File: src/rtl/riscv_sim_harness_ctrl.sv
// riscv_sim_harness_ctrl
// Run controller for multi-core RISC-V simulation / FPGA test harnesses.
// It releases reset in stages (test memory first, then the cores) and waits for
// run_en. It then monitors each core's CSR status word and counts run cycles and
// retired instructions per core. Finally it reports a sticky pass/fail/timeout
// verdict.
//
// Ports:
//   clk, reset_n     clock, asynchronous active-low reset
//   run_en           start request, sampled in IDLE only
//   max_cycles       timeout threshold (0 disables)
//   stats_en         gates cycle / instruction counting
//   csr_status       per-core 32-bit status words, core i at [32i+31:32i]
//   inst_val         per-core retire pulse
//   stat_sel         core index for stat_num_inst
//   reset_mem        active-high reset to test memory
//   reset_proc       active-high reset per core
//   done             verdict valid (sticky)
//   pass             all cores reported status 1
//   timeout          cycle limit exceeded
//   fail_core        index of the first failing core
//   fail_code        status value of the first failing core
//   num_cycles       RUN-state cycle count
//   stat_num_inst    retired count of core stat_sel (0 when out of range)
module riscv_sim_harness_ctrl #(
    parameter int unsigned p_num_cores      = 2,
    parameter int unsigned p_cnt_sz         = 32,
    parameter int unsigned p_rst_mem_cycles = 4,
    parameter int unsigned p_drain_cycles   = 2
) (
    input  logic                      clk,
    input  logic                      reset_n,
    input  logic                      run_en,
    input  logic [p_cnt_sz-1:0]       max_cycles,
    input  logic                      stats_en,
    input  logic [p_num_cores*32-1:0] csr_status,
    input  logic [p_num_cores-1:0]    inst_val,
    input  logic [3:0]                stat_sel,
    output logic                      reset_mem,
    output logic [p_num_cores-1:0]    reset_proc,
    output logic                      done,
    output logic                      pass,
    output logic                      timeout,
    output logic [3:0]                fail_core,
    output logic [31:0]               fail_code,
    output logic [p_cnt_sz-1:0]       num_cycles,
    output logic [p_cnt_sz-1:0]       stat_num_inst
);

    localparam int unsigned STG_MAX = (p_rst_mem_cycles > p_drain_cycles) ?
                                      p_rst_mem_cycles : p_drain_cycles;
    localparam int unsigned STG_W   = $clog2(STG_MAX + 1);
    localparam logic [p_cnt_sz-1:0] CNT_MAX = '1;

    typedef enum logic [2:0] {
        ST_RST_MEM  = 3'd0,
        ST_RST_PROC = 3'd1,
        ST_IDLE     = 3'd2,
        ST_RUN      = 3'd3,
        ST_DRAIN    = 3'd4,
        ST_DONE     = 3'd5
    } state_t;

    state_t                   state_q,      state_d;
    logic [STG_W-1:0]         stg_cnt_q,    stg_cnt_d;
    logic                     reset_mem_q,  reset_mem_d;
    logic [p_num_cores-1:0]   reset_proc_q, reset_proc_d;
    logic                     done_q,       done_d;
    logic                     pass_q,       pass_d;
    logic                     timeout_q,    timeout_d;
    logic [3:0]               fail_core_q,  fail_core_d;
    logic [31:0]              fail_code_q,  fail_code_d;
    logic [p_cnt_sz-1:0]      cyc_cnt_q,    cyc_cnt_d;
    logic [p_cnt_sz-1:0]      inst_cnt_q [p_num_cores];
    logic [p_cnt_sz-1:0]      inst_cnt_d [p_num_cores];
    logic [31:0]              stat_q     [p_num_cores];
    logic [31:0]              stat_d     [p_num_cores];
    logic [p_num_cores-1:0]   fin_q,        fin_d;

    // Verdict terms evaluated on the post-edge (next-state) view of the run.
    logic                     fail_hit;
    logic [3:0]               fail_idx;
    logic [31:0]              fail_val;
    logic                     all_pass;
    logic                     tmo_hit;

    // Next-state, counter and verdict logic.
    always_comb begin
        state_d      = state_q;
        stg_cnt_d    = stg_cnt_q;
        reset_mem_d  = reset_mem_q;
        reset_proc_d = reset_proc_q;
        done_d       = done_q;
        pass_d       = pass_q;
        timeout_d    = timeout_q;
        fail_core_d  = fail_core_q;
        fail_code_d  = fail_code_q;
        cyc_cnt_d    = cyc_cnt_q;
        inst_cnt_d   = inst_cnt_q;
        stat_d       = stat_q;
        fin_d        = fin_q;
        fail_hit     = 1'b0;
        fail_idx     = 4'd0;
        fail_val     = 32'd0;
        all_pass     = 1'b0;
        tmo_hit      = 1'b0;

        case (state_q)
            ST_RST_MEM: begin
                reset_mem_d  = 1'b1;
                reset_proc_d = '1;
                if (stg_cnt_q == STG_W'(p_rst_mem_cycles - 1)) begin
                    state_d     = ST_RST_PROC;
                    stg_cnt_d   = '0;
                    reset_mem_d = 1'b0;
                end else begin
                    stg_cnt_d = stg_cnt_q + STG_W'(1);
                end
            end

            ST_RST_PROC: begin
                state_d      = ST_IDLE;
                reset_proc_d = '0;
            end

            ST_IDLE: begin
                if (run_en) begin
                    state_d = ST_RUN;
                end
            end

            ST_RUN: begin
                // Saturating counters, gated by stats_en.
                if (stats_en) begin
                    if (cyc_cnt_q != CNT_MAX) begin
                        cyc_cnt_d = cyc_cnt_q + p_cnt_sz'(1);
                    end
                    for (int i = 0; i < int'(p_num_cores); i++) begin
                        if (inst_val[i] && (inst_cnt_q[i] != CNT_MAX)) begin
                            inst_cnt_d[i] = inst_cnt_q[i] + p_cnt_sz'(1);
                        end
                    end
                end

                // First nonzero status per core is latched; later values are ignored.
                for (int i = 0; i < int'(p_num_cores); i++) begin
                    if (!fin_q[i] && (csr_status[32*i +: 32] != 32'd0)) begin
                        fin_d[i]  = 1'b1;
                        stat_d[i] = csr_status[32*i +: 32];
                    end
                end

                // Scan high to low so the lowest failing index is the one kept.
                for (int i = int'(p_num_cores) - 1; i >= 0; i--) begin
                    if (stat_d[i] > 32'd1) begin
                        fail_hit = 1'b1;
                        fail_idx = 4'(i);
                        fail_val = stat_d[i];
                    end
                end

                all_pass = 1'b1;
                for (int i = 0; i < int'(p_num_cores); i++) begin
                    if (stat_d[i] != 32'd1) begin
                        all_pass = 1'b0;
                    end
                end

                tmo_hit = (max_cycles != '0) && (cyc_cnt_d > max_cycles);

                if (fail_hit) begin
                    fail_core_d = fail_idx;
                    fail_code_d = fail_val;
                end
                if (tmo_hit) begin
                    timeout_d = 1'b1;
                end
                if (all_pass && !tmo_hit) begin
                    pass_d = 1'b1;
                end
                if (fail_hit || tmo_hit || all_pass) begin
                    state_d   = ST_DRAIN;
                    stg_cnt_d = '0;
                end
            end

            ST_DRAIN: begin
                if (stg_cnt_q == STG_W'(p_drain_cycles - 1)) begin
                    state_d = ST_DONE;
                    done_d  = 1'b1;
                end else begin
                    stg_cnt_d = stg_cnt_q + STG_W'(1);
                end
            end

            ST_DONE: begin
                done_d = 1'b1;
            end

            default: begin
                state_d = ST_RST_MEM;
            end
        endcase
    end

    // State and output registers.
    always_ff @(posedge clk or negedge reset_n) begin
        if (!reset_n) begin
            state_q      <= ST_RST_MEM;
            stg_cnt_q    <= '0;
            reset_mem_q  <= 1'b1;
            reset_proc_q <= '1;
            done_q       <= 1'b0;
            pass_q       <= 1'b0;
            timeout_q    <= 1'b0;
            fail_core_q  <= 4'd0;
            fail_code_q  <= 32'd0;
            cyc_cnt_q    <= '0;
            inst_cnt_q   <= '{default: '0};
            stat_q       <= '{default: '0};
            fin_q        <= '0;
        end else begin
            state_q      <= state_d;
            stg_cnt_q    <= stg_cnt_d;
            reset_mem_q  <= reset_mem_d;
            reset_proc_q <= reset_proc_d;
            done_q       <= done_d;
            pass_q       <= pass_d;
            timeout_q    <= timeout_d;
            fail_core_q  <= fail_core_d;
            fail_code_q  <= fail_code_d;
            cyc_cnt_q    <= cyc_cnt_d;
            inst_cnt_q   <= inst_cnt_d;
            stat_q       <= stat_d;
            fin_q        <= fin_d;
        end
    end

    // Per-core instruction count readout; out-of-range selects read zero.
    always_comb begin
        stat_num_inst = '0;
        for (int i = 0; i < int'(p_num_cores); i++) begin
            if (stat_sel == 4'(i)) begin
                stat_num_inst = inst_cnt_q[i];
            end
        end
    end

    assign reset_mem  = reset_mem_q;
    assign reset_proc = reset_proc_q;
    assign done       = done_q;
    assign pass       = pass_q;
    assign timeout    = timeout_q;
    assign fail_core  = fail_core_q;
    assign fail_code  = fail_code_q;
    assign num_cycles = cyc_cnt_q;

endmodule

File: config.mk
export PLATFORM = sky130hd
export DESIGN_NAME = riscv_sim_harness_ctrl
export DESIGN_NICKNAME = d
export VERILOG_FILES = /design/src/rtl/riscv_sim_harness_ctrl.sv
export SDC_FILE = /design/constraint.sdc
export NUM_CORES = 1
export LEC_CHECK = 0
export BUFFER_PORTS_ARGS = -buffer_cell sky130_fd_sc_hd__buf_4
export CORE_MARGIN = 5
export CORE_UTILIZATION = 48
export DETAILED_ROUTE_END_ITERATION = 12
export PLACE_DENSITY_LB_ADDON = 0.25
export SYNTH_ARGS = -nofsm -noshare
export SYNTH_HDL_FRONTEND = slang
export SYNTH_SLANG_ARGS = --single-unit
export TNS_END_PERCENT = 100
File: constraint.sdc
create_clock -name clk -period 3.8 [get_ports clk]
set_input_delay 0.57 -clock clk [delete_from_list [all_inputs] [get_ports clk]]
set_output_delay 0.57 -clock clk [all_outputs]
set_load 0.01 [all_outputs]
# After elaboration in Yosys (flattened, before gate mapping)
# Index checks and enable logic that the tools add are counted.
# op_classes
eq_ne,18
n_mux,32
n_bitwise,1
reduce_logical,29
n_lt_le_gt_ge,3
addsub,4
# ops
operator,n
$mux 32,11
$add 32x1->32 const B,3
$ne 32x32->1 const B,3
$reduce_bool 32->1,3
$gt 32x1->1 const B,2
$ne 32x1->1 const B,2
$gt 32x32->1,1
$mux 3,7
$pmux 3 s6,1
$reduce_and 2->1,6
$ne 2x2->1 const B,5
$eq 3x2->1 const B,3
$mux 1,9
$pmux 3 s3,1
$reduce_and 3->1,3
$eq 3x1->1 const B,2
$eq 3x3->1 const B,2
$logic_and 1x1->1,6
$reduce_and 5->1,1
$eq 4x1->1 const B,1
$logic_not 4->1,1
$mux 4,1
$pmux 2 s2,1
$reduce_bool 2->1,2
other kinds (7),10
# word_totals
output_inout_bits,106
reg_bits,210

# Logic depth before layout (Yosys ltp)
# Gate-level depths: netlist of run 1.
# depth
ltp_word,12
depth_mapped,18
depth_no_buf,16

# Worst setup path before layout of run 1
# No wires, ideal clock.
# synth_timing
kind,register to register
start,register cyc_cnt_q[24] (netlist: num_cycles[24])
end,register state_q[2]
path_buffers,3
path_stages_with_launch,19
path_slack_ns,-0.271
t_arrival_ns,3.953
synth_period_minus_slack_ns,4.071
path_cell_list,dfrtp_1 -> buf_2 -> and4_1 -> buf_4 -> nand4_1 -> or4_4 -> o21a_4 -> and2_4 -> buf_6 -> nand2_1 -> xnor2_1 -> ha_1 -> a21oi_1 -> o21ai_0 -> a221o_1 -> o311a_1 -> o21ai_0 -> nand3_1 -> a21o_1
# synth_between
elab_chain_cells,10
# synth_rtl
item,line,source
from (decl),73,"logic [p_cnt_sz-1:0] cyc_cnt_q, cyc_cnt_d;"
from (signal assigned),232,cyc_cnt_q <= cyc_cnt_d;
$add 32x1->32 / $ne 32x32->1 (equally long branches),"136, 135",
$mux 32,135,if (cyc_cnt_q != CNT_MAX) begin
$mux 32 (*),134,if (stats_en) begin
$mux 32 (*),108,case (state_q)
$gt 32x32->1 (*),169,tmo_hit = (max_cycles != '0) && (cyc_cnt_d > max_cycles);
$logic_and 1x1->1 (*),169,
$logic_or 1x1->1 (*) (2 in series),181,if (fail_hit || tmo_hit || all_pass) begin
$ne 2x2->1 (no source line) (*),--,
$reduce_and 5->1 (no source line) (*),--,
to (signal assigned),223,state_q <= state_d;
to (decl),64,"state_t state_q, state_d;"
# Mark *: on every way between the ends. The rest lies on a longest branch, timed or not. The select of a mux whose other input is x is not followed.
# A chain may end at the register's enable or synchronous reset.

# Worst setup path after layout of run 1
# layout_timing
start,register cyc_cnt_q[3] (netlist: num_cycles[3])
end,register state_q[2]
# Same word-level chain as after synthesis.

==> results of run 1 <==
==> placed cells by master (no fill, tap or decap), types with 3 or more instances in the layout <==
cell type | Yosys | layout
sky130_fd_sc_hd__buf_4 | 8 | 274
sky130_fd_sc_hd__dfrtp_1 | 204 | 203
sky130_fd_sc_hd__mux2_2 | 97 | 97
sky130_fd_sc_hd__xnor2_1 | 93 | 91
sky130_fd_sc_hd__nand2_1 | 73 | 71
sky130_fd_sc_hd__a21oi_1 | 51 | 49
sky130_fd_sc_hd__inv_1 | 47 | 47
sky130_fd_sc_hd__nand4_1 | 43 | 43
sky130_fd_sc_hd__nand3_1 | 44 | 41
sky130_fd_sc_hd__nor2_1 | 38 | 38
sky130_fd_sc_hd__nor4_1 | 40 | 38
sky130_fd_sc_hd__ha_1 | 39 | 38
sky130_fd_sc_hd__a22o_1 | 32 | 32
sky130_fd_sc_hd__mux2i_1 | 32 | 32
sky130_fd_sc_hd__xor2_1 | 31 | 31
sky130_fd_sc_hd__o32a_1 | 31 | 31
sky130_fd_sc_hd__clkbuf_16 | 0 | 25
sky130_fd_sc_hd__nor3_1 | 19 | 18
sky130_fd_sc_hd__o21ai_0 | 15 | 13
sky130_fd_sc_hd__and3_1 | 12 | 11
sky130_fd_sc_hd__and4_1 | 11 | 11
sky130_fd_sc_hd__clkbuf_8 | 0 | 9
sky130_fd_sc_hd__clkbuf_1 | 25 | 7
sky130_fd_sc_hd__nand3_2 | 3 | 6
sky130_fd_sc_hd__nand2b_1 | 6 | 6
sky130_fd_sc_hd__or2_2 | 5 | 5
sky130_fd_sc_hd__and2_1 | 4 | 4
sky130_fd_sc_hd__nor2b_1 | 4 | 4
sky130_fd_sc_hd__nor4_2 | 1 | 3
sky130_fd_sc_hd__o21a_1 | 3 | 3
sky130_fd_sc_hd__a21o_1 | 3 | 3
sky130_fd_sc_hd__conb_1 | 1 | 3
==> cells by family (layout without fill, tap and decap cells) <==
| family | count (synthesis) | after routing | synth area share (%) |
|---|---|---|---|
| mux | 129 | 129 | 12.3 |
| buf+inv | 99 | 368 | 3.74 |
| fa+ha+maj | 39 | 39 | 4.25 |
| flops | 206 | 206 | 44.9 |
| other cells | 1 | 3 | 0.0327 |
| xor+xnor | 124 | 124 | 9.46 |
| simple gates | 317 | 317 | 14.8 |
| compound gates | 162 | 162 | 10.5 |
==> per-layer routing <==
metal	GRT usage (%)	wire (um)
met4	7.07	865
met5	0	0
met2	36.9	14700
met1	32.0	14100
met3	3.69	1890
==> power breakdown <==
part / leakage, nW / switching [W] / internal (W)
registers: 2.58 / 0.0000617 / 0.00226
logic: 3.91 / 0.000218 / 0.000216
clock network: 0.410 / 0.000889 / 0.00149
total: 6.90 / 0.00117 / 0.00397
==> what timing repair did <==
item                       CTS  global route
pin swaps                    4            19
setup endpoints to repair    6             7
gates resized for setup      7            21
setup buffers                0             7
==> through the flow <==
step | setup slack (ns) | util [%]
2_1_floorplan | 0.0438 | -
5_1_grt | -0.148 | 62.6
6_report | -0.00320 | 62.6
4_1_cts | 0.00681 | 61.9
3_5_place_dp | -0.133 | 58.3
3_3_place_gp | -0.00694 | 58.3
==> sequential cells by signal, summed over array words and instances (netlist names) <==
| register | count |
|---|---|
| pass | 1 |
| reset_mem | 1 |
| fail_core | 1 |
| state_q | 3 |
| fail_code | 32 |
| fin_q | 2 |
| inst_cnt_q | 64 |
| stat_q | 64 |
| done | 1 |
| num_cycles | 32 |
| reset_proc | 1 |
| timeout | 1 |
| stg_cnt_q | 3 |
==> final timing paths <==
kind	end	slack [ns]	depth (start not counted)
min	num_cycles[5]	0.12	1
max	state_q[2]	-0.003	15
max in group asynchronous	stat_q[22]	2.51	2
min reg2reg	timeout	0.48	1
max reg2reg	state_q[2]	-0.003	15
min in group clk	stat_q[27]	0.31	2
==> area by class of cell <==
type | count | area, um^2 | share of cell area [%]
clock inverters | 4 | 70.1 | 0.476
inverters | 47 | 176 | 1.20
multi-input cells | 774 | 6070 | 41.2
flip-flops and latches | 206 | 5160 | 35.0
well taps | 319 | 399 | 2.71
clock buffers | 40 | 762 | 5.17
repair buffers | 277 | 2090 | 14.2
==> worst max-delay path: cells and delay by family, from the launching register on <==
kind,cells,cell delay [ns]
XOR/XNOR,1,0.11
AO/OA/AOI/OAI,7,1.58
adder cells (fa/ha/maj),1,0.28
AND/OR/NAND/NOR,6,1.37
flip-flops,1,0.34
==> results list, run 1 <==
* Status: finished with violations
- Violated checks: negative setup slack
- Among the stages of the critical path, the cell type that occurs most often is sky130_fd_sc_hd__nand3_2.
* Synth async-reset ratio: 100%
- Number of instances in the synthesized netlist: 1077
- Launching instance or port of the critical path: num_cycles[3]
* Area of the mapped netlist: 11500 um^2
- After global routing the overflow that remains totals 0.
* Die width: 165 um
- The congestion estimate from routability-driven global placement came to 0.904.
- Timing would allow up to 0.263 GHz.
* Area of the core: 23500 um^2
- In this run the mean area of a mapped cell was 10.7 um^2.
- In the final routed layout, each cell accounts on average for 18.9 um.
* Clock sink total: 206
- Entering global routing, the biggest net connects 120 pins.
- Number of endpoints with negative hold slack in the final report: 0
- The synthesized design devotes to its leading area cell type 44.5% of total area.
* Leak: 6.90 nW
- Insertion delay of the later-clocked pin in the worst-skew pair: 0.50 ns
* Total Routing Usage GR: 22.9%
- Across all setup checks in the final design, the least slack found is -0.00320 ns.
- For the final database, setup skew stands at 0.00978 ns.
- Post-detailed-placement half-perimeter wirelength: 23800 um
* Maximum capacitance violations: 0
* Clock period minus final worst setup slack: 3.80 ns
- Cell area power density: 349 nW/um^2
- Count of cell types in the netlist: 65
- Vias after detailed routing: 9362
* IR drop worst, VDD: 0.315 mV
* Number of antenna violations at the first check in global routing: 0
- Setup violations remaining at the end of the flow were counted as 1.
- TritonCTS built the clock tree.
- Placed cell count: 1616
- ANT nets after route: 0
* Hold Path Class: in -> async
- For this run, the number of Yosys warnings is 0.
* Final count of pins violating max slew: 0
- Pin slew with the least headroom to its limit: 1.02 ns
- Buffers placed on the I/O ports in this run total 208.
* Vert. Die Dim: 165 um
- Top cells by instance count after synthesis: sky130_fd_sc_hd__dfrtp_1 (204), sky130_fd_sc_hd__mux2_2 (97), sky130_fd_sc_hd__xnor2_1 (93)
- Summed over all layers, the routed wires come to 31600 um.
* Critical-path top delay cell: sky130_fd_sc_hd__or3_4
- Counting the fill cells in the layout gives 1954.
* Library cell occupying the most area in the post-synthesis netlist: sky130_fd_sc_hd__dfrtp_1
* Starting density of the core: 48.8%
- Element type at the critical path start: register
- Inserted Clock Buffers: 24
- Final hold analysis gives a worst-case slack of 0.122 ns.
- Share of final-layout standard cells stronger than drive strength 1: 34.1%
- The design draws 0.00514 W.
* Number of flops mapped to enable cells by yosys: 0
- The finished cells cover 14700 um^2.
- Post-CTS Hold Fix Bufs: 0
* Setup TNS after final layout: -0.00320 ns
* Number of synthesized register bits: 206
- Crit. End Element: register
* Total placed instance area: 13700 um^2
* Remaining routing DRC violations: 0
* Cells traversed along the worst timing path: nand4_1 > or3_4 > or2_4 > o21a_4 > and2_4 > nand3_2 > xnor2_2 > ha_1 > a21oi_2 > o21ai_1 > a221o_1 > o311a_1 > o21ai_4 > nand3_2 > a21o_1
* Maximum buffer depth of the clock tree: 3
- Clk Tree Root Cell: sky130_fd_sc_hd__clkbuf_16
- The finished layout holds 1667 standard cells, fillers aside.
- Data arrival time at the worst-slack endpoint: 4.19 ns
- Setup repair after global routing could not meet its margin everywhere.
- In the finished design, the share of the clock period the worst path needs comes to 100%.
* Area enclosed by the die boundary: 27100 um^2
* Required time at the worst-slack endpoint: 4.19 ns
* # nets final: 1475
- Worst Path Max Fanout: 5
- Clock Pin Slew Worst Setup and Hold Paths: 0.06 ns
- Number of placement rows: 56
- The critical path is of the reg -> reg type.
- By area the synthesized netlist is led by sky130_fd_sc_hd__dfrtp_1 (44%), sky130_fd_sc_hd__mux2_2 (9.5%), sky130_fd_sc_hd__xnor2_1 (7.1%), sky130_fd_sc_hd__ha_1 (4.2%), sky130_fd_sc_hd__mux2i_1 (2.8%).
- Pre-Repair DR Iteration Count: 5
- Crit path largest cell delay: 0.47 ns
- In this run the tightest slew margin relative to its limit is 31.9%.
- Cell with the most instances after synthesis: sky130_fd_sc_hd__dfrtp_1
- The startpoint identified for the worst register-to-register timing path is num_cycles[3].
- Via count of the first global-routing pass: 9501
- Number of vias per cell: 5.62
* Global-route wire length before repair: 49900 um
* Number of H-tree levels: 1
- During I/O placement, the number of pins put on the boundary was 212.
- Leading register cell type out of synthesis: sky130_fd_sc_hd__dfrtp_1
- Layout overhead on the synthesized area: 28.3%
- After the first detailed-routing iteration, the DRC count stood at 619.
- Part of the Yosys area used for sequential elements: 44.9%
- N_diodes: 0
Note: power is estimated with default switching activity, not from simulation.
==> run 2: changes to the inputs <==
SETUP_SLACK_MARGIN = 0.02   (was default)
==> results list, run 2 (synthesized netlist as in run 1, its figures left out) <==
- ANT nets after route: 0 (unchanged)
- Clock period minus final worst setup slack: 3.77 ns (-0.0353 ns)
* Design internal power: 0.00397 W (about the same)
* Fraction of the cycle the final worst path needs: 99.2% (-0.93 points)
- The final-report hold violation count is 0 (unchanged).
- The area of the die is 27100 um^2 (unchanged).
- Inserted Clock Buffers: 24 (unchanged)
* Gpl congestion: 0.904 (unchanged)
- The sum of net half-perimeters after detailed placement came to 23800 um (unchanged).
- The total setup violations reported at the end of the flow is 0 (-1).
- Starting density of the core: 48.8% (unchanged)
- The residual overflow from global routing came to 0 (unchanged).
- Switching Fraction: 22.8% (+0.041 points)
- The CTS H-tree depth is 1 (unchanged).
* Type of the setup path with the least slack: reg -> reg
* Startpoint of the worst register-to-register path: num_cycles[3]
* Die width: 165 um (unchanged)
- The I/O pin count was 212 (unchanged).
* Worst R2R Path Depth: 15 (unchanged)
- The reported max-cap violation count came to 0 (unchanged).
- Number of inserted filler cells in the final layout: 1947 (-0.36%)
- Unrepaired setup endpoints after global routing: true
* Largest registers: inst_cnt_q: 64 flops, stat_q: 64 flops
* Clock Pin Slew Worst Setup and Hold Paths: 0.06 ns (about the same)
- Clk Tree Root Cell: sky130_fd_sc_hd__clkbuf_16
- The average vias per placed instance came to 5.61 (about the same).
* Critical-path top delay cell: sky130_fd_sc_hd__or3_4
- Worst Path Max Fanout: 5 (unchanged)
- Share of final-layout standard cells stronger than drive strength 1: 34.0% (about the same)
- The multi-input logic area is 6090 um^2 (+0.35%).
* Number of placement rows: 56 (unchanged)
- CTS tree: yes
- The largest stage delay on the critical path came to 0.46 ns (about the same).
* RR Endpoint: state_q[2]
- Pre-Repair DR Iteration Count: 5 (unchanged)
- Total placed instance area: 13700 um^2 (unchanged)
* Sequential cell area: 5160 um^2 (unchanged)
- Hold Path Class: in -> async
* Highest-count cells in the layout ignoring fill and taps: sky130_fd_sc_hd__buf_4 (275), sky130_fd_sc_hd__dfrtp_1 (203), sky130_fd_sc_hd__mux2_2 (97)
- STA classifies the critical path startpoint as a register.
- Logic pwr share: 8.5% (about the same)
- IR drop worst, VDD: 0.315 mV (about the same)
- Data arrival time at the worst-slack endpoint: 4.15 ns (-0.04 ns)
- The worst slew margin relative to its limit is 36.2% (+4.3 points).
- The number of antenna repair diodes came to 0 (unchanged).
* Reg2Reg Setup Slack: 0.03 ns (+0.04 ns)
* # nets final: 1476 (+0.068%)
- The routed length per placed instance is 19.0 um (+0.21%).
* Crit. End Element: register
- Clock group share of total power: 46.4% (about the same)
- Cell area power density: 349 nW/um^2 (-0.14%)
* Most common cell after layout, fill and taps aside: sky130_fd_sc_hd__buf_4
- Final worst clock skew: 0.0102 ns (+0.000439 ns)
* Status: complete, no violations
* Layout overhead on the synthesized area: 28.5%
- Max Clk Rate: 0.265 GHz (+0.94%)
* Sequential power share: 45.2% (about the same)
- Final count of pins violating max slew: 0 (unchanged)
- The transition time at the pin with the least slew margin came to 0.957 ns (-0.0651 ns).
* Pin count of the biggest net entering global routing: 120 (unchanged)
* Final non-filler cell area: 14800 um^2 (+0.20%)
- Final core area utilization: 62.7% (+0.12 points)
- The critical path goes through nand4_1 > or3_4 > or2_4 > o21a_4 > and2_4 > nand2_2 > xnor2_1 > ha_1 > a21oi_1 > o21ai_1 > a221o_1 > o311a_4 > o21ai_4 > nand3_2 > a21o_1.
- The DRC violation count after routing was 0 (unchanged).
* Via count of the first global-routing pass: 9501 (unchanged)
* Number of port buffers: 208 (unchanged)
* Area of the core: 23500 um^2 (unchanged)
* Number of antenna violations at the first check in global routing: 0 (unchanged)
- Insertion delay of the later-clocked pin in the worst-skew pair: 0.50 ns (about the same)
* Global-route wire length before repair: 49900 um (unchanged)
* Maximum buffer depth of the clock tree: 3 (unchanged)
- Number of violations reported at the end of detailed-routing iteration 0: 542 (-12%)
- Vias after detailed routing: 9364 (+0.021%)
* Net switching component of the power: 0.00117 W (+0.24%)
* Post-layout total power: 0.00514 W (about the same)
- The final wirelength was 31700 um (+0.27%).
- Vert. Die Dim: 165 um (unchanged)
* Clock sink total: 206 (unchanged)
- Leak: 6.90 nW (about the same)
- Total Routing Usage GR: 22.9% (unchanged)
- Required time at the worst-slack endpoint: 4.19 ns (about the same)
[run 2: cell types whose count changed in the layout (fill, tap and decap cells not counted), sizes merged]
cell / previous run / this run
buf: 276 / 277
[run 2: repair_timing]
action | 4_1_cts | 5_1_grt
resized for setup | 8 | 21
hold buffers | 0 | 0
pin swaps | 4 | 13
endpoints found under the setup margin | 6 | 8
buffers inserted | 0 | 8
[run 2: worst max-delay path by stage]
stage                     cells after the start  slack [ns]    endpoint            from
final                                        15        0.03  state_q[2]   num_cycles[3]
after global routing                         15       -0.07  state_q[2]  num_cycles[27]
after CTS                                    14        0.02  state_q[2]  num_cycles[27]
after detailed placement                     15       -0.13  state_q[2]   num_cycles[6]
after global placement                       15      -0.007  state_q[2]   num_cycles[6]
after floorplan                              17        0.04  state_q[2]  num_cycles[15]
[run 2: through the flow]
step                      setup slack (ns)  std cells  TNS (ns)  hold WS [ns]
after floorplan                     0.0438       1079         0         0.274
after global placement            -0.00694       1616  -0.00694         0.461
after detailed placement            -0.133       1616    -0.389         0.465
after CTS                           0.0202       1660         0         0.231
after global routing               -0.0732       1668   -0.0776         0.254
final                               0.0321       1668         0         0.188
[run 2: final cells by class]
type,count,area share [%]
clock buffer,40,5.16
clock inverter,4,0.475
inverter,47,1.20
multi-input combinational,774,41.3
sequential,206,35.0
tap,319,2.70
timing repair buffer,278,14.2
[run 2: power by group through the flow]
stage | clock [W] | sequential [W] | combinational [W]
2_1_floorplan | 0 | 0.00235 | 0.000174
3_3_place_gp | 0 | 0.00236 | 0.000415
3_5_place_dp | 0 | 0.00236 | 0.000425
4_1_cts | 0.00243 | 0.00232 | 0.000428
5_1_grt | 0.00252 | 0.00233 | 0.000483
6_report | 0.00238 | 0.00232 | 0.000436
[run 2: critical path: cells and delay by family (launching register included)]
kind            cells  cell delay (ns)
compound gates      7             1.56
xor+xnor            1             0.12
fa+ha+maj           1             0.28
flops               1             0.34
simple gates        6             1.34
[run 2: metal layers]
metal | global-route usage (%) | vias up | routed length (um)
met5 | 0 | - | 0
met4 | 7.07 | 0 | 907
met3 | 3.69 | 54 | 2100
met2 | 36.9 | 282 | 14800
met1 | 32.0 | 4586 | 13900
li1 | - | 4442 | -
==> run 3: changes to the inputs <==
ABC_AREA = 1   (was default)
BUFFER_PORTS_ARGS = default   (was -buffer_cell sky130_fd_sc_hd__buf_4)
DONT_BUFFER_PORTS = 1   (was default)
==> results list, run 3 <==
* Status: finished with violations
* Violated checks: negative hold slack
- The async set-reset flop share out of synthesis was 100% (unchanged).
- Inserted Clock Buffers: 26 (+8.3%)
* Clk Tree Root Cell: sky130_fd_sc_hd__clkbuf_16
* Die width: 174 um (+5.9%)
- CTS tree: yes
- The share of synthesized area spent on multiplexers is 0% (-12 points).
- The total iterations of the first detailed-routing run is 5 (unchanged).
* Largest registers: inst_cnt_q: 64 flops, stat_q: 64 flops
- The final wirelength is 37500 um (+19%).
- Sorting the synthesized cells by how often they occur yields sky130_fd_sc_hd__nand2_1 (546), sky130_fd_sc_hd__inv_1 (307), sky130_fd_sc_hd__dfrtp_1 (204).
- The adder-cell area share of the yosys netlist is 3.77% (-0.48 points).
- The routed length per placed instance was 16.6 um (-12%).
- Element type at the critical path start: register
* Finish-stage setup viols: 0 (unchanged)
* Worst Path Max Fanout: 8 (+3)
* Count of cell types in the netlist: 46 (-29%)
- The iteration-0 DRC count of the detailed router is 902 (+66%).
- Via count of the first global-routing pass: 11200 (+18%)
- The final-stage net count is 2046 (+39%).
- Area enclosed by the die boundary: 30400 um^2 (+12%)
* Post-layout total power: 0.00789 W (+53%)
- Number of port buffers: 0 (-100%)
* Fraction of the cycle the final worst path needs: 98.1% (-1.1 points)
- Number of vias per cell: 5.21 (-7.1%)
- The mean area per synthesized cell was 7.02 um^2 (-34%).
- The clock latency at the later pin of the worst-skew pair came to 0.52 ns (+0.02 ns).
- Multi-input gate area: 6830 um^2 (+12%)
* Dominant cells by area after synthesis: sky130_fd_sc_hd__dfrtp_1 (39%), sky130_fd_sc_hd__nand2_1 (16%), sky130_fd_sc_hd__inv_1 (8.9%), sky130_fd_sc_hd__o21ai_0 (6.0%), sky130_fd_sc_hd__xor2_1 (5.7%)
- Worst slew margin relative to its limit: 29.8% (-6.4 points)
* Number of instances in the synthesized netlist: 1846 (+71%)
- Number of synthesized register bits: 206 (unchanged)
* ANT nets after route: 0 (unchanged)
- Clock period minus final worst setup slack: 3.73 ns (-0.0408 ns)
- Required time at the worst-slack endpoint: 4.26 ns (+0.07 ns)
* Hold Path Class: in -> async
* Cell area power density: 519 nW/um^2 (+49%)
- Leak: 7.87 nW (+14%)
* Post-detailed-placement half-perimeter wirelength: 27700 um (+16%)
- Vert. Die Dim: 174 um (+5.9%)
* Final global-route overflow total: 0 (unchanged)
- Part of the Yosys area used for sequential elements: 39.8% (-5.1 points)
- Number of endpoints with negative hold slack in the final report: 204 (+204)
- The clock sink count came to 206 (unchanged).
* Yosys synthesis warning count: 0 (unchanged)
- The largest stage delay on the critical path was 0.42 ns (-0.04 ns).
* Layout overhead on the synthesized area: 17.3%
- Number of inserted filler cells in the final layout: 2504 (+29%)
* Type of the setup path with the least slack: reg -> reg
* Largest family of logic cells by synthesized area: simple AND/OR/NAND/NOR gates
- Number of antenna violations at the first check in global routing: 0 (unchanged)
- Library cell occupying the most area in the post-synthesis netlist: sky130_fd_sc_hd__dfrtp_1
- The number of buffer and inverter stages on the critical path is 4 (+4).
- The number of placement rows is 60 (+7.1%).
- The CTS H-tree depth is 1 (unchanged).
* Worst setup slack after layout: 0.0728 ns (+0.0408 ns)
- Among all stages on the critical path, the largest delay is contributed by sky130_fd_sc_hd__dfrtp_1.
* Leading register cell type out of synthesis: sky130_fd_sc_hd__dfrtp_1
- Number of flops mapped to enable cells by yosys: 0 (unchanged)
- The kind of cell with the highest combined delay along the critical path is simple AND/OR/NAND/NOR gates.
* Final worst hold slack: -0.261 ns (-0.449 ns)
* Area share of the largest cell type after synthesis: 39.4% (-5.1 points)
- Count of boundary I/O pins: 212 (unchanged)
- Starting density of the core: 48.3% (-0.42 points)
- The clock slew seen by the registers of the worst setup and hold paths came to 0.06 ns (about the same).
- The synthesized-area fraction occupied by and/or/nand/nor cells was 30.0% (+15 points).
* Sequential cell area: 5160 um^2 (about the same)
- Synthesized-area fraction occupied by ao, oa, aoi and oai cells: 8.63% (-1.9 points)
- Cells traversed along the worst timing path: ha_2 > and3_4 > nand2_4 > nor2_4 > nand3_2 > nor3_4 > a21oi_4 > inv_2 > nor3_1 > buf_4 > nand2_1 > xor2_2 > inv_2 > ha_4 > nand3_1 > nor4_2 > buf_4 > a32oi_4 > a21oi_4 > nand3_4 > nand2_4 > nand2_2 > nand2_1
* Maximum buffer depth of the clock tree: 3 (unchanged)
- Unrepaired setup endpoints after global routing: true
- Post-placement setup slack: -0.320 ns (-0.187 ns)
- Setup TNS after final layout: 0 ns (unchanged)
- The number of antenna repair diodes came to 0 (unchanged).
- The library cells used most frequently in the layout, excluding fill and tap cells, are sky130_fd_sc_hd__nand2_1 (530), sky130_fd_sc_hd__inv_1 (303), sky130_fd_sc_hd__dfrtp_1 (204).
* Data arrival time at the worst-slack endpoint: 4.19 ns (+0.04 ns)
- IR drop worst, VDD: 0.365 mV (+16%)
- The reported max-cap violation count is 0 (unchanged).
* Max Clk Rate: 0.268 GHz (+1.1%)
- The core footprint is 26800 um^2 (+14%).
- Remaining routing DRC violations: 0 (unchanged)
- The aggregate global-route resource usage is 23.6% (+0.73 points).
- Area of the mapped netlist: 13000 um^2 (+13%)
- sky130_fd_sc_hd__nand2_1 is the most common cell in the netlist.
- Final count of pins violating max slew: 0 (unchanged)
- Global-route wire length before repair: 59300 um (+19%)
* Pin slew with the least headroom to its limit: 1.05 ns (+0.0953 ns)
* Pin count of the biggest net entering global routing: 207 (+73%)
- The worst setup path is captured at a register.
- The routability congestion estimate from global placement is 0.915 (+1.3%).
* Post-synthesis share of cell area spent on xor and xnor gates: 6.08% (-3.4 points)
- The fraction of final layout cells with drive strength greater than 1 came to 13.1% (-21 points).
* Final worst clock skew: 0.00925 ns (-0.000968 ns)
- Most common cell after layout, fill and taps aside: sky130_fd_sc_hd__nand2_1
- Vias after detailed routing: 11800 (+26%)
==> run 3: cell types whose count changed after synthesis, moves of 30 or more <==
cell,change
sky130_fd_sc_hd__nand2_1,+473
sky130_fd_sc_hd__inv_1,+260
sky130_fd_sc_hd__o21ai_0,+140
sky130_fd_sc_hd__mux2_2,-97
sky130_fd_sc_hd__xnor2_1,-87
sky130_fd_sc_hd__nor2_1,+84
sky130_fd_sc_hd__nand3_1,+77
sky130_fd_sc_hd__xor2_1,+53
sky130_fd_sc_hd__a22o_1,-32
sky130_fd_sc_hd__mux2i_1,-32
sky130_fd_sc_hd__o32a_1,-31
sky130_fd_sc_hd__a21oi_1,-30
sky130_fd_sc_hd__nor3_1,+30
==> run 3: repair_timing <==
item / in CTS / in global routing
setup buffers: 3 / 16
endpoints found under the setup margin: 8 / 8
hold endpoints to repair: 206 / 204
pin swaps: 11 / 48
gates resized for setup: 17 / 82
==> run 3: layer usage <==
metal	GRT usage [%]	vias to the layer above	part of all wire (%)
met2	38.9	350	47
li1	-	5877	-
met3	5.94	93	7.2
met4	7.32	0	3.7
met5	0	-	0
met1	30.8	5466	42
==> run 3: stage by stage <==
stage               utilization, %  cell area [um^2]  hold slack, ns  std cells
floorplan                        -             13000           0.274       1848
global placement              50.8             13600           0.280       2196
detailed placement            50.8             13600           0.280       2196
CTS                           54.6             14600          -0.285       2246
global route                  56.7             15200          -0.286       2261
finish                        56.7             15200          -0.261       2261
==> run 3: report_power, final <==
part	switching, W	internal [W]
Clock	0.000963	0.00160
Sequential	0.000347	0.00252
Combinational	0.00154	0.000926
==> run 3: final timing paths <==
kind,start,end,slack [ns],cells after the start
hold / removal,reset_n,inst_cnt_q[55],-0.26,0
setup reg to reg,num_cycles[0],state_q[2],0.07,23
setup / recovery,num_cycles[0],state_q[2],0.07,23
min in group clk,csr_status[32],stat_q[0],0.21,2
max in group asynchronous,reset_n,reset_proc[0],3.73,0
hold reg to reg,inst_cnt_q[35],inst_cnt_q[35],0.47,1
==> run 3: cells by family (layout without fill, tap and decap cells) <==
group	Yosys count	after routing
and+or+nand+nor	914	914
buffers and inverters	385	457
AOI/OAI and AO/OA	211	211
DFF	206	206
xor gates and xnor gates	90	90
adders and majority gates	39	39
other	1	3
==> run 3: cell type report <==
class / count / share of cell area (%)
clock buffer: 40 / 5.36
sequential: 206 / 33.9
multi-input combinational: 1257 / 44.9
clock inverter: 7 / 0.576
tap: 341 / 2.81
inverter: 322 / 7.95
timing repair buffer: 88 / 4.45
